`config.mk`:
```
export PLATFORM = sky130hd
export DESIGN_NAME = trial_session_ctrl
export DESIGN_NICKNAME = d
export VERILOG_FILES = /design/src/rtl/trial_session_ctrl_pkg.sv /design/src/rtl/trial_session_ctrl_round_timer.sv /design/src/rtl/trial_session_ctrl.sv
export SDC_FILE = /design/constraint.sdc
export NUM_CORES = 1
export LEC_CHECK = 0
export BUFFER_PORTS_ARGS = -buffer_cell sky130_fd_sc_hd__clkbuf_2
export CELL_PAD_IN_SITES_DETAIL_PLACEMENT = 2
export CELL_PAD_IN_SITES_GLOBAL_PLACEMENT = 2
export CORE_ASPECT_RATIO = 0.6
export CORE_MARGIN = 1
export CORE_UTILIZATION = 37
export CTS_BUF_LIST = sky130_fd_sc_hd__clkbuf_4
export CTS_CLUSTER_SIZE = 16
export DETAILED_ROUTE_END_ITERATION = 7
export PLACE_DENSITY = 0.91
export REMOVE_ABC_BUFFERS = 1
export SLEW_MARGIN = 10
export SYNTH_ARGS = -nofsm -noshare
export SYNTH_HDL_FRONTEND = slang
export SYNTH_SLANG_ARGS = --single-unit
```
`constraint.sdc`:
```
create_clock -name Clk -period 2.8 [get_ports Clk]
set_clock_uncertainty 0.15 [all_clocks]
set_input_delay 0.56 -clock Clk [delete_from_list [all_inputs] [get_ports Clk]]
set_output_delay 0.56 -clock Clk [all_outputs]
set_load 0.1 [all_outputs]
```
`src/rtl/trial_session_ctrl_pkg.sv`:
```
// Shared definitions for the trial session controller: phase codes,
// score ceiling and the timer width helper.
package trial_session_ctrl_pkg;

  typedef enum logic [1:0] {
    PH_IDLE     = 2'd0,
    PH_WAIT_ANS = 2'd1,
    PH_FEEDBACK = 2'd2,
    PH_DONE     = 2'd3
  } phase_e;

  localparam logic [3:0] SCORE_MAX = 4'd9;

  localparam int TIMEOUT_CYC_DEF = 250000000;
  localparam int FB_CYC_DEF      = 50000000;

  // The shared timer only ever counts up to (window - 1), so the longest
  // window alone decides how many bits it needs.
  function automatic int timer_width(input int timeout_cyc, input int fb_cyc);
    int longest;
    longest = (timeout_cyc > fb_cyc) ? timeout_cyc : fb_cyc;
    return (longest < 2) ? 1 : $clog2(longest);
  endfunction

endpackage

```
`src/rtl/trial_session_ctrl_round_timer.sv`:
```
// Clearable free-running cycle counter with a terminal-count flag. One
// instance serves both the answer window and the feedback hold.
module round_timer
  import trial_session_ctrl_pkg::*;
#(
  parameter int W = 8
) (
  input  logic         Clk,
  input  logic         Rst,
  input  logic         clr,
  input  logic [W-1:0] term_val,
  output logic         term
);

  logic [W-1:0] cnt_q;
  logic [W-1:0] cnt_d;

  // Restart from zero on clear, otherwise advance by one each cycle.
  always_comb begin
    cnt_d = clr ? '0 : cnt_q + W'(1);
  end

  // Counter register with synchronous active-low reset.
  always_ff @(posedge Clk) begin
    if (!Rst) cnt_q <= '0;
    else      cnt_q <= cnt_d;
  end

  assign term = (cnt_q == term_val);

endmodule

```
`src/rtl/trial_session_ctrl.sv`:
```
// Session controller for the letter-guessing trainer: sequences rounds,
// judges submissions, enforces the answer window and feedback hold.
module trial_session_ctrl
  import trial_session_ctrl_pkg::*;
#(
  parameter int ROUNDS      = 9,
  parameter int MAX_TRIES   = 3,
  parameter int TIMEOUT_CYC = TIMEOUT_CYC_DEF,
  parameter int FB_CYC      = FB_CYC_DEF
) (
  input  logic       Clk,
  input  logic       Rst,
  input  logic       Start,
  input  logic       Check,
  input  logic       Correct,
  output logic       Req_Letter,
  output logic [3:0] Score,
  output logic [3:0] Round,
  output logic [1:0] Tries_Left,
  output logic       Result_Ok,
  output logic       Result_Bad,
  output logic       Timed_Out,
  output logic       Done,
  output logic [1:0] Phase
);

  localparam int                TMR_W    = timer_width(TIMEOUT_CYC, FB_CYC);
  localparam logic [TMR_W-1:0]  TO_LAST  = TMR_W'(TIMEOUT_CYC - 1);
  localparam logic [TMR_W-1:0]  FB_LAST  = TMR_W'(FB_CYC - 1);
  localparam logic [3:0]        ROUNDS_L = 4'(ROUNDS);
  localparam logic [1:0]        TRIES_L  = 2'(MAX_TRIES);

  phase_e     state_q, state_d;
  logic [3:0] round_q, round_d;
  logic [3:0] score_q, score_d;
  logic [1:0] tries_q, tries_d;
  logic       ok_q, ok_d;
  logic       bad_q, bad_d;
  logic       to_q, to_d;
  logic       req_q, req_d;

  logic             tmr_clr;
  logic             tmr_term;
  logic [TMR_W-1:0] tmr_last;

  assign tmr_last = (state_q == PH_FEEDBACK) ? FB_LAST : TO_LAST;

  round_timer #(.W(TMR_W)) u_timer (
    .Clk      (Clk),
    .Rst      (Rst),
    .clr      (tmr_clr),
    .term_val (tmr_last),
    .term     (tmr_term)
  );

  // Next-state and next-output logic; the timer is cleared on every state
  // entry and on a wrong answer that keeps the round alive.
  always_comb begin
    state_d = state_q;
    round_d = round_q;
    score_d = score_q;
    tries_d = tries_q;
    ok_d    = ok_q;
    bad_d   = bad_q;
    to_d    = to_q;
    req_d   = 1'b0;
    tmr_clr = 1'b0;
    case (state_q)
      PH_IDLE, PH_DONE: begin
        tmr_clr = 1'b1;
        if (Start) begin
          state_d = PH_WAIT_ANS;
          round_d = 4'd1;
          score_d = 4'd0;
          tries_d = TRIES_L;
          req_d   = 1'b1;
        end
      end
      PH_WAIT_ANS: begin
        // A submission on the last window cycle beats the timeout.
        if (Check) begin
          tmr_clr = 1'b1;
          if (Correct) begin
            score_d = (score_q >= SCORE_MAX) ? SCORE_MAX : score_q + 4'd1;
            ok_d    = 1'b1;
            state_d = PH_FEEDBACK;
          end else begin
            tries_d = tries_q - 2'd1;
            if (tries_q == 2'd1) begin
              bad_d   = 1'b1;
              state_d = PH_FEEDBACK;
            end
          end
        end else if (tmr_term) begin
          tmr_clr = 1'b1;
          tries_d = 2'd0;
          bad_d   = 1'b1;
          to_d    = 1'b1;
          state_d = PH_FEEDBACK;
        end
      end
      PH_FEEDBACK: begin
        if (tmr_term) begin
          tmr_clr = 1'b1;
          ok_d    = 1'b0;
          bad_d   = 1'b0;
          to_d    = 1'b0;
          if (round_q < ROUNDS_L) begin
            round_d = round_q + 4'd1;
            tries_d = TRIES_L;
            req_d   = 1'b1;
            state_d = PH_WAIT_ANS;
          end else begin
            state_d = PH_DONE;
          end
        end
      end
      default: state_d = PH_IDLE;
    endcase
  end

  // State and output registers; reset drops everything back to idle.
  always_ff @(posedge Clk) begin
    if (!Rst) begin
      state_q <= PH_IDLE;
      round_q <= 4'd0;
      score_q <= 4'd0;
      tries_q <= 2'd0;
      ok_q    <= 1'b0;
      bad_q   <= 1'b0;
      to_q    <= 1'b0;
      req_q   <= 1'b0;
    end else begin
      state_q <= state_d;
      round_q <= round_d;
      score_q <= score_d;
      tries_q <= tries_d;
      ok_q    <= ok_d;
      bad_q   <= bad_d;
      to_q    <= to_d;
      req_q   <= req_d;
    end
  end

  assign Req_Letter = req_q;
  assign Score      = score_q;
  assign Round      = round_q;
  assign Tries_Left = tries_q;
  assign Result_Ok  = ok_q;
  assign Result_Bad = bad_q;
  assign Timed_Out  = to_q;
  assign Done       = (state_q == PH_DONE);
  assign Phase      = state_q;

endmodule
```
==> metrics.cfg, run 1 <==
[sta]
slew_violations=0
tightest_slew_ps=550
hold_violations=0
relSlewSlack_pct=63.5
period_share_pct=94.5
fin_setup_tns_ps=0
rsz0062_at_grt=false
setup_viol=0
max_freq_ghz=0.378
min_period_ps=2650

[die]
design.core.area_mm2=0.00575
num_rows=21
die_w_um=103
io_pins=22
initial_core_util_pct=39.6
die_area_mm2=0.00648
die_h_um=62.8

[power_and_ir_drop]
power_density_mw_per_mm2=607
switching_share_pct=43.9
power_frac_clock_pct=20.1
power_frac_comb_pct=35.3
pwr-share-seq_pct=44.6
internal_power_uw=874
p_switching_uw=683
p_leak_uw=0.000973
worst_ir_drop_vdd_mv=0.289

[setup_path]
r2r_end=u_timer.cnt_q[17]$_SDFF_PP0_
endpoint_kind=flip-flop
cp_num_buf_inv=2
cpPeakStageDelay_ps=460
worstSetupStartpointType=flip-flop
criticalPathCategory=flip-flop to flip-flop
reg2regPathDepth=9
crit_family=simple AND/OR/NAND/NOR gates
reg2reg_setup_slack_ps=150
path_max_fanout=28
slowest_stage=dfxtp_1
arrival_ps=2790
cp_cell_sequence=inv_1 > ha_1 > nor4b_1 > and3_1 > o2111ai_4 > a21oi_1 > or3_1 > buf_4 > nor2_1
r2r_start=Phase[0]$_SDFFE_PN0P_
required_ps=2940

[yosys]
synth_area_mm2=0.00228
ys_async_sr_fraction_pct=0
yosysSeqAreaShare_pct=38.7
synth-edff-count=0
netlist.area_leader.share_pct=38.7
syn_avg_cell_area_um2=8.43
synth_common_cells=44 x dfxtp_1, 42 x nor2_1, 20 x nand3_1
synthFlopType=dfxtp_1
synth_most_common_cell=dfxtp_1
yosys.area.top_type=dfxtp_1
ys_ff_latch=44
synth_cell_types=48
synth_cells=270
synth_area_leaders=dfxtp_1 39%, nor2_1 6.9%, xor2_1 6.2%
yosysWarnings=0

[placement]
dpl-instance-area_mm2=0.00251
dpl.cell_count=371
gp_congestion=0.832
port_buffers=21
dp.final_hpwl_um=5450

[final_layout]
layout-drive-gt1-share_pct=14.7
fin_nets=314
fillers=657
num_antenna_cells=0
final_cell_count_no_fill=379
ff_latch_area_um2=881
multi_input_area_mm2=0.00129
stdcell_area_mm2=0.00257
syn2layout_area_growth_pct=12.8

[grt]
grt_pass1_vias=2272
grt_pass1_wl_um=12100
grt_max_degree=29
antenna_found_initial=0
grtUsageTotal_pct=25.2
grt_overflow=0

[detailed_routing]
ant_nets=0
drt_iter0_markers=129
vias=2120
drt-total-wl_um=7390
drc_errors=0
routed_via_density=5.59
firstDrtPassIters=4
wl_per_cell_um=19.5

[hold_path]
whs_endpoint=Round[3]$_SDFFE_PN0P_
worstHoldPathCells=1
min-delay-start=Round[3]$_SDFFE_PN0P_
hold_class=flip-flop to flip-flop

[clock_tree]
clk_latency_ps=370
cts_buffers=5
cts_hold_buf=0
cts.clk_slew.worst_paths_ps=140
cts_max_level=2
cts_tree=yes
cts_sinks=44
clockBufferDepth=2
post_cts_buffers=0
cts_root_buf=clkbuf_4
cts_resized=0

[job]
maxCapViolCount=0

[status]
status=finished clean

-- cell usage in the layout, fill, tap and decap left out, drive strengths merged, types with 2 or more instances in the layout --
cell	netlist	final
and4	2	2
ha	11	11
dfxtp	44	44
inv	18	18
clkbuf	5	26
a21o	2	2
xnor2	10	10
nand3	20	20
nand3b	2	2
nor2	42	42
xor2	16	16
a21oi	9	9
clkinv	0	3
a211oi	4	4
nor4	3	3
nor3	2	2
nand2b	2	2
o221a	2	2
and3	6	6
a21boi	3	3
o31ai	2	2
nand2	17	17
or3	3	3
buf	4	9
o2111ai	2	2
or2	2	2
o41ai	2	2
and2	3	3
nand4	6	6
o21ai	11	11
-- stage by stage --
| stage | worst slack [ps] | hold slack (ps) | utilization, % | total power [uW] |
|---|---|---|---|---|
| after floorplan | -393 | 292 | - | 1100 |
| after global placement | 336 | 315 | 43.6 | 1220 |
| after detailed placement | 195 | 343 | 43.6 | 1250 |
| after CTS | 140 | 362 | 44.5 | 1570 |
| after global routing | 35.1 | 388 | 44.6 | 1630 |
| final | 154 | 355 | 44.6 | 1560 |
-- kinds of logic after synthesis --
group | after synthesis | synth area share [%]
and+or+nand+nor | 117 | 26.3
buffers and inverters | 27 | 4.67
xor gates and xnor gates | 26 | 10.0
AOI/OAI and AO/OA | 44 | 13.8
DFF | 44 | 38.7
muxes | 1 | 0.440
adders and majority gates | 11 | 6.05
-- area by class of cell --
class                           instances  area share [%]
Multi-Input combinational cell        199            50.4
Inverter                               18            2.63
Sequential cell                        44            34.3
Timing Repair Buffer                   30            6.73
Tap cell                               80            3.90
Clock inverter                          3           0.536
Clock buffer                            5            1.46
-- state kept, by name (all words and copies together), names as in the netlist --
register / flops
Score: 4
Tries_Left: 2
Req_Letter: 1
u_timer.cnt_q: 28
Result_Ok: 1
Result_Bad: 1
Round: 4
Phase: 2
Timed_Out: 1
-- worst register-to-register path, stage by stage, from the launching register on --
cell       delay (ps)
dfxtp_1           460
inv_1             100
ha_1              250
nor4b_1           150
and3_1            220
o2111ai_4         360
a21oi_1           130
or3_1             330
buf_4             240
nor2_1            180
-- worst max path at each step --
stage | start | slack [ps] | cells after the start | endpoint
final | Phase[0]$_SDFFE_PN0P_ | 150 | 9 | u_timer.cnt_q[17]$_SDFF_PP0_
after global routing | Phase[0]$_SDFFE_PN0P_ | 40 | 9 | u_timer.cnt_q[17]$_SDFF_PP0_
after CTS | Phase[0]$_SDFFE_PN0P_ | 140 | 8 | Result_Bad$_SDFFE_PN0P_
after detailed placement | Phase[0]$_SDFFE_PN0P_ | 190 | 8 | Tries_Left[1]$_SDFFE_PN0P_
after global placement | u_timer.cnt_q[16]$_SDFF_PP0_ | 340 | 6 | Tries_Left[1]$_SDFFE_PN0P_
after floorplan | Phase[0]$_SDFFE_PN0P_ | -390 | 8 | u_timer.cnt_q[10]$_SDFF_PP0_
-- power groups by stage --
stage / combinational (uW) / clock (uW) / sequential, uW
detailed placement: 539 / 0 / 708
CTS: 547 / 326 / 694
global route: 589 / 346 / 699
finish: 550 / 313 / 695
global placement: 519 / 0 / 703
floorplan: 192 / 0 / 908
-- routing by layer --
layer | vias up | GRT usage (%) | part of all wire [%]
li1 | 987 | - | -
met1 | 1100 | 34.5 | 49
met2 | 28 | 41.6 | 48
met3 | 5 | 4.03 | 2.4
met4 | 0 | 5.28 | 0.46
met5 | - | 0 | 0
No activity file was read; power rests on OpenSTA's default activity.
==> run 2, diff against run 1 <==
Settings changed: CORE_MARGIN 1 to 2.
==> run 2 against run 1 <==
Compared with the run above:
- die area rose by 5.2%
- sequential power barely moved
- largest power group unchanged
- utilization fell by 2.1 points
- first-iteration DRC count fell by 26%
- highest routed layer unchanged
- critical path type unchanged
- register-to-register slack improved by 70 ps
- largest cell class unchanged
==> metrics.cfg, run 2 (synthesized netlist as in run 1, its figures left out) <==
[detailed_routing]
drt_iter0_markers=96  ; was 129
firstDrtPassIters=4  ; unchanged
routed_via_density=5.56  ; was 5.59
drt-total-wl_um=7360  ; was 7390 um
drc_errors=0  ; unchanged
ant_nets=0  ; unchanged
vias=2117  ; was 2120
wl_per_cell_um=19.3  ; was 19.5 um

[sta]
slew_violations=0  ; unchanged
setup_viol=0  ; unchanged
rsz0062_at_grt=false  ; unchanged
fin_setup_tns_ps=0  ; unchanged
max_freq_ghz=0.388  ; was 0.378 GHz
tightest_slew_ps=534  ; was 550 ps
worst_hold_slack_ps=346  ; was 355 ps
relSlewSlack_pct=64.1  ; was 63.5%
hold_violations=0  ; unchanged
min_period_ps=2580  ; was 2650 ps
period_share_pct=92.1  ; was 94.5%

[setup_path]
path_max_fanout=10  ; was 28
cp_cell_sequence=or4b_4 > nor4_4 > o2111ai_4 > or2_1 > and2_1 > o221a_1  ; was inv_1 > ha_1 > nor4b_1 > and3_1 > o2111ai_4 > a21oi_1 > or3_1 > buf_4 > nor2_1
cpPeakStageDelay_ps=580  ; was 460 ps
reg2reg_setup_slack_ps=220  ; was 150 ps
required_ps=2920  ; was 2940 ps
endpoint_kind=flip-flop  ; unchanged
arrival_ps=2700  ; was 2790 ps
r2r_end=Tries_Left[1]$_SDFFE_PN0P_  ; was u_timer.cnt_q[17]$_SDFF_PP0_
r2r_start=u_timer.cnt_q[16]$_SDFF_PP0_  ; was Phase[0]$_SDFFE_PN0P_
slowest_stage=or4b_4  ; was dfxtp_1
reg2regPathDepth=6  ; was 9
worstSetupStartpointType=flip-flop  ; unchanged
criticalPathCategory=flip-flop to flip-flop  ; unchanged

[grt]
grt_overflow=0  ; unchanged
grtUsageTotal_pct=23.6  ; was 25.2%
grt_pass1_vias=2195  ; was 2272
grt_pass1_wl_um=12300  ; was 12100 um
grt_max_degree=29  ; unchanged
antenna_found_initial=0  ; unchanged

[hold_path]
whs_endpoint=Round[3]$_SDFFE_PN0P_  ; unchanged
min-delay-start=Round[3]$_SDFFE_PN0P_  ; unchanged
hold_class=flip-flop to flip-flop  ; unchanged
worstHoldPathCells=1  ; unchanged

[final_layout]
final_common_cell=dfxtp_1  ; unchanged
final_cell_mix=43 x dfxtp_1, 42 x nor2_1, 21 x clkbuf_2, 20 x nand3_1  ; was 44 x dfxtp_1, 42 x nor2_1, 21 x clkbuf_2, 20 x nand3_1, 18 x inv_1
layout-drive-gt1-share_pct=14.8  ; was 14.7%
final_cell_count_no_fill=381  ; was 379
fin_util_pct=42.5  ; was 44.6%
top_register=u_timer.cnt_q  ; unchanged
fin_nets=312  ; was 314
stdcell_area_mm2=0.00256  ; was 0.00257 mm2
num_antenna_cells=0  ; unchanged
largest_reg_flops=28  ; unchanged
syn2layout_area_growth_pct=12.6  ; was 12.8%

[clock_tree]
cts_resized=0  ; unchanged
cts_root_buf=clkbuf_4  ; unchanged
cts_sinks=44  ; unchanged
post_cts_buffers=0  ; unchanged
cts_tree=yes  ; unchanged
clk_latency_ps=370  ; about the same
cts_hold_buf=0  ; unchanged
cts.clk_slew.worst_paths_ps=140  ; about the same
cts_buffers=5  ; unchanged
clockBufferDepth=2  ; unchanged
cts_max_level=2  ; unchanged

[power_and_ir_drop]
power_frac_clock_pct=20.9  ; was 20.1%
pwr-share-seq_pct=43.8  ; was 44.6%
p_switching_uw=686  ; was 683 uW
p_leak_uw=0.000966  ; was 0.000973 uW
power_frac_comb_pct=35.3  ; about the same
switching_share_pct=43.3  ; was 43.9%
internal_power_uw=900  ; was 874 uW
worst_ir_drop_vdd_mv=0.184  ; was 0.289 mV
power_density_mw_per_mm2=618  ; was 607 mW/mm2

[die]
design.core.area_mm2=0.00603  ; was 0.00575 mm2
initial_core_util_pct=37.8  ; was 39.6%
die_h_um=64.8  ; was 62.8 um
num_rows=22  ; was 21
io_pins=22  ; unchanged
die_area_mm2=0.00681  ; was 0.00648 mm2
die_w_um=105  ; was 103 um

[job]
maxCapViolCount=0  ; unchanged

[placement]
dp.final_hpwl_um=5420  ; was 5450 um
gp_congestion=0.779  ; was 0.832
port_buffers=21  ; unchanged
dpl-instance-area_mm2=0.00250  ; was 0.00251 mm2
dpl.cell_count=373  ; was 371

[status]
status=finished clean  ; unchanged

-- run 2: worst max-delay path by stage --
| stage | from | end | slack [ps] | cells past startpoint |
|---|---|---|---|---|
| finish | u_timer.cnt_q[16]$_SDFF_PP0_ | Tries_Left[1]$_SDFFE_PN0P_ | 220 | 6 |
| global route | Phase[0]$_SDFFE_PN0P_ | Round[0]$_SDFFE_PN0P_ | 60 | 8 |
| CTS | Phase[0]$_SDFFE_PN0P_ | Tries_Left[0]$_SDFFE_PN0P_ | 110 | 8 |
| detailed placement | Phase[0]$_SDFFE_PN0P_ | Tries_Left[0]$_SDFFE_PN0P_ | 160 | 8 |
| global placement | Phase[0]$_SDFFE_PN0P_ | Tries_Left[1]$_SDFFE_PN0P_ | 380 | 8 |
| floorplan | Phase[0]$_SDFFE_PN0P_ | u_timer.cnt_q[10]$_SDFF_PP0_ | -390 | 8 |
-- run 2: per-layer routing --
layer  vias up  wire length, um  GRT usage, %
met1      1072             3640          32.0
met3        12              292          5.03
met5         -                0             0
met4         0              126          6.67
li1        987                -             -
met2        46             3300          37.9
-- run 2: critical path, delay by kind of cell, from the launching register on --
kind,cells,cell delay [ps]
compound gates,2,500
flops,1,390
simple gates,4,1440
-- run 2: layout make-up --
type / count / area, um2
fillers: 673 / 3460
clock buffers: 7 / 52.6
repair buffers: 28 / 158
inverters: 18 / 67.6
clock inverters: 1 / 3.75
multi-input cells: 199 / 1290
flip-flops and latches: 44 / 882
well taps: 84 / 105
-- run 2: metrics by stage --
step / total power, uW / setup slack (ps)
after floorplan: 1100 / -393
after global placement: 1220 / 381
after detailed placement: 1250 / 162
after CTS: 1590 / 110
after global routing: 1660 / 62.1
final: 1590 / 222
-- run 2: power by group through the flow --
stage               clock network [uW]  registers (uW)  logic [uW]
finish                             331             694         560
global route                       362             701         601
detailed placement                   0             707         547
CTS                                339             693         557
global placement                     0             703         521
floorplan                            0             908         192
==> run 3, diff against run 2 <==
Settings changed: CORE_UTILIZATION 37 to 38, PLACE_DENSITY 0.91 to 0.9, SYNTH_HIERARCHICAL set to 1.
==> run 3 against run 2 <==
Compared with the run above:
- final cell count up 17%
- the flow now finishes with violations (DRC, setup timing)
- die area rose by 15%
- sequential share of layout area decreased by 6.1 points
- combinational power grew 30%
- register-to-register slack worse by 270 ps
- design area rose by 22%
- critical path type unchanged
- count of clock-buffer cells in the layout fell by 2
==> metrics.cfg, run 3 <==
[yosys]
synth_cells=311  ; was 270
synth_area_leaders=dfxtp_1 33%, xor2_1 8.4%, xnor2_1 5.2%  ; was dfxtp_1 39%, nor2_1 6.9%, xor2_1 6.2%
synthFlopType=dfxtp_1  ; unchanged
ys_ff_latch=44  ; unchanged
yosysSeqAreaShare_pct=32.5  ; was 38.7%
synth-edff-count=0  ; unchanged
netlist.area_leader.share_pct=32.5  ; was 38.7%
synth_cell_types=60  ; was 48
synth_top_family_by_area=simple AND/OR/NAND/NOR gates  ; unchanged
synth_area_mm2=0.00271  ; was 0.00228 mm2
synth_compound_area_share_pct=15.2  ; was 13.8%
yosys.area.top_type=dfxtp_1  ; unchanged
yosysWarnings=6  ; was 0
synth_common_cells=44 x dfxtp_1, 26 x xor2_1, 24 x nand2_1, 24 x nor2_1, 17 x a21oi_1  ; was 44 x dfxtp_1, 42 x nor2_1, 20 x nand3_1
syn_avg_cell_area_um2=8.71  ; was 8.43 um2
muxShareOfSynthArea_pct=1.11  ; was 0.440%
ys_async_sr_fraction_pct=0  ; unchanged
synth_xor_xnor_area_share_pct=13.6  ; was 10.0%
yosys.area_share.adder_pct=5.08  ; was 6.05%
synth-simple-area-share_pct=25.9  ; was 26.3%
synth_most_common_cell=dfxtp_1  ; unchanged

[detailed_routing]
wl_per_cell_um=22.3  ; was 19.3 um
drt-total-wl_um=9950  ; was 7360 um
routed_via_density=5.80  ; was 5.56
vias=2588  ; was 2117
drt_iter0_markers=135  ; was 96
firstDrtPassIters=6  ; was 4
drc_errors=2  ; was 0
ant_nets=0  ; unchanged

[sta]
hold_violations=0  ; unchanged
setup_viol=6  ; was 0
worst_hold_slack_ps=349  ; was 346 ps
tightest_slew_ps=585  ; was 534 ps
rsz0062_at_grt=true  ; was false
slew_violations=0  ; unchanged
period_share_pct=102  ; was 92.1%
max_freq_ghz=0.351  ; was 0.388 GHz
setup_ws_ps=-46.6  ; was 222 ps
min_period_ps=2850  ; was 2580 ps
fin_setup_tns_ps=-107  ; was 0 ps
relSlewSlack_pct=61.0  ; was 64.1%

[setup_path]
path_max_fanout=6  ; was 10
crit_end=u_timer/cnt_q[18]$_SDFF_PP0_  ; was Tries_Left[1]$_SDFFE_PN0P_
slowest_stage=dfxtp_2  ; was or4b_4
startpoint=Phase[0]$_SDFFE_PN0P_  ; was u_timer.cnt_q[16]$_SDFF_PP0_
arrival_ps=2980  ; was 2700 ps
criticalPathCategory=flip-flop to flip-flop  ; unchanged
cpPeakStageDelay_ps=360  ; was 580 ps
worstSetupStartpointType=flip-flop  ; unchanged
reg2reg_setup_slack_ps=-50  ; was 220 ps
required_ps=2930  ; was 2920 ps
r2r_start=Phase[0]$_SDFFE_PN0P_  ; was u_timer.cnt_q[16]$_SDFF_PP0_
crit_family=simple AND/OR/NAND/NOR gates  ; unchanged
worst-path-stages=14  ; was 6
cp_cell_sequence=inv_2 > ha_4 > inv_2 > buf_6 > xor2_1 > nor4_2 > nand4_1 > nor4_2 > buf_4 > nor2_4 > o21bai_2 > nand2b_4 > nor2_1 > a31o_2  ; was or4b_4 > nor4_4 > o2111ai_4 > or2_1 > and2_1 > o221a_1
cp_num_buf_inv=4  ; was 0
r2r_end=u_timer/cnt_q[18]$_SDFF_PP0_  ; was Tries_Left[1]$_SDFFE_PN0P_
endpoint_kind=flip-flop  ; unchanged
reg2regPathDepth=14  ; was 6

[power_and_ir_drop]
internal_power_uw=955  ; was 900 uW
worst_ir_drop_vdd_mv=0.357  ; was 0.184 mV
power_frac_comb_pct=41.7  ; was 35.3%
p_switching_uw=797  ; was 686 uW
pwr-share-seq_pct=39.8  ; was 43.8%
switching_share_pct=45.5  ; was 43.3%
power_uw=1750  ; was 1590 uW
power_frac_clock_pct=18.6  ; was 20.9%
p_leak_uw=0.00123  ; was 0.000966 uW
power_density_mw_per_mm2=559  ; was 618 mW/mm2

[clock_tree]
cts_root_buf=clkbuf_4  ; unchanged
cts_sinks=44  ; unchanged
cts_hold_buf=0  ; unchanged
clk_latency_ps=380  ; was 370 ps
cts_max_level=2  ; unchanged
cts.clk_slew.worst_paths_ps=140  ; about the same
clockBufferDepth=2  ; unchanged
cts_tree=yes  ; unchanged
cts_buffers=5  ; unchanged

[die]
die_h_um=69.4  ; was 64.8 um
die_w_um=113  ; was 105 um
initial_core_util_pct=39.9  ; was 37.8%
die_area_mm2=0.00784  ; was 0.00681 mm2
design.core.area_mm2=0.00679  ; was 0.00603 mm2
num_rows=23  ; was 22
io_pins=22  ; unchanged

[grt]
grtUsageTotal_pct=24.0  ; was 23.6%
grt_max_degree=15  ; was 29
grt_overflow=0  ; unchanged
grt_pass1_wl_um=14600  ; was 12300 um
grt_pass1_vias=2619  ; was 2195
antenna_found_initial=0  ; unchanged

[job]
maxCapViolCount=0  ; unchanged

[final_layout]
fin_nets=374  ; was 312
layout-drive-gt1-share_pct=21.4  ; was 14.8%
num_antenna_cells=0  ; unchanged
syn2layout_area_growth_pct=15.6  ; was 12.6%
final_common_cell=dfxtp_1  ; unchanged
stdcell_area_mm2=0.00313  ; was 0.00256 mm2
top_register=u_timer/cnt_q  ; was u_timer.cnt_q
fillers=761  ; was 673
largest_reg_flops=28  ; unchanged
final_cell_mix=42 x dfxtp_1, 26 x xor2_1, 24 x nand2_1, 22 x nor2_1  ; was 43 x dfxtp_1, 42 x nor2_1, 21 x clkbuf_2, 20 x nand3_1

[placement]
gp_congestion=0.795  ; was 0.779
dp.final_hpwl_um=7140  ; was 5420 um
port_buffers=21  ; unchanged
place_ws_ps=-237  ; was 162 ps
dpl-instance-area_mm2=0.00296  ; was 0.00250 mm2

[status]
status=finished with violations  ; was finished clean
failed_checks=DRC, setup timing

[hold_path]
hold_class=flip-flop to flip-flop  ; unchanged

==> run 3: stage by stage <==
stage	std cells	util, %
2_1_floorplan	316	-
3_3_place_gp	435	43.6
3_5_place_dp	435	43.6
4_1_cts	445	45.4
5_1_grt	446	46.1
6_report	446	46.1
==> run 3: what timing repair did <==
item / CTS / global route
setup buffers: 2 / 1
gates resized for setup: 16 / 8
setup endpoints to repair: 32 / 34
hold endpoints to repair: 0 / 0
cloned: 0 / 0
pin swaps: 5 / 2
==> run 3: worst min-delay path by stage <==
stage,startpoint,to,slack (ps),cells past startpoint
after global placement,Tries_Left[1]$_SDFFE_PN0P_,Tries_Left[1]$_SDFFE_PN0P_,320,2
after global routing,Tries_Left[1]$_SDFFE_PN0P_,Tries_Left[1]$_SDFFE_PN0P_,380,2
final,Tries_Left[1]$_SDFFE_PN0P_,Tries_Left[1]$_SDFFE_PN0P_,350,2
after floorplan,u_timer/cnt_q[0]$_SDFF_PP0_,u_timer/cnt_q[0]$_SDFF_PP0_,300,1
after detailed placement,u_timer/cnt_q[0]$_SDFF_PP0_,u_timer/cnt_q[0]$_SDFF_PP0_,340,1
after CTS,Tries_Left[1]$_SDFFE_PN0P_,Tries_Left[1]$_SDFFE_PN0P_,360,2
==> run 3: cells by family (layout without fill, tap and decap cells) <==
logic type	Yosys count	count (layout)
and+or+nand+nor	121	121
AOI/OAI and AO/OA	59	59
DFF	44	44
xor gates and xnor gates	42	42
buffers and inverters	29	58
adders and majority gates	11	11
muxes	3	3
other	2	21
==> run 3: power groups by stage <==
stage                     registers [uW]  clock network, uW  logic (uW)
final                                697                325         730
after global routing                 701                364         768
after CTS                            695                336         683
after detailed placement             707                  0         641
after global placement               704                  0         610
after floorplan                      920                  0         246
==> run 3: per-layer routing <==
layer / GRT usage (%) / share of wire, % / up-vias
li1: - / - / 1185
met3: 4.28 / 5.3 / 27
met2: 37.3 / 46 / 82
met1: 34.8 / 46 / 1294
met5: 0 / 0 / -
met4: 5.01 / 2.7 / 0
==> run 3: final cells by class <==
cell class	count	area [um2]	area share [%]
Timing Repair Buffer	35	218	6.95
Sequential cell	44	886	28.3
Tap cell	87	109	3.48
Clock inverter	3	13.8	0.439
Clock buffer	5	37.5	1.20
Multi-Input combinational cell	257	1810	57.9
Inverter	15	56.3	1.80
==> run 3: worst reg2reg max path, cell delays in order, from the launching register on <==
cell and delay (ps):
dfxtp_2 360, inv_2 70, ha_4 150, inv_2 60, buf_6 130, xor2_1 150, nor4_2 290, nand4_1 140
nor4_2 170, buf_4 220, nor2_4 70, o21bai_2 250, nand2b_4 210, nor2_1 70, a31o_2 260
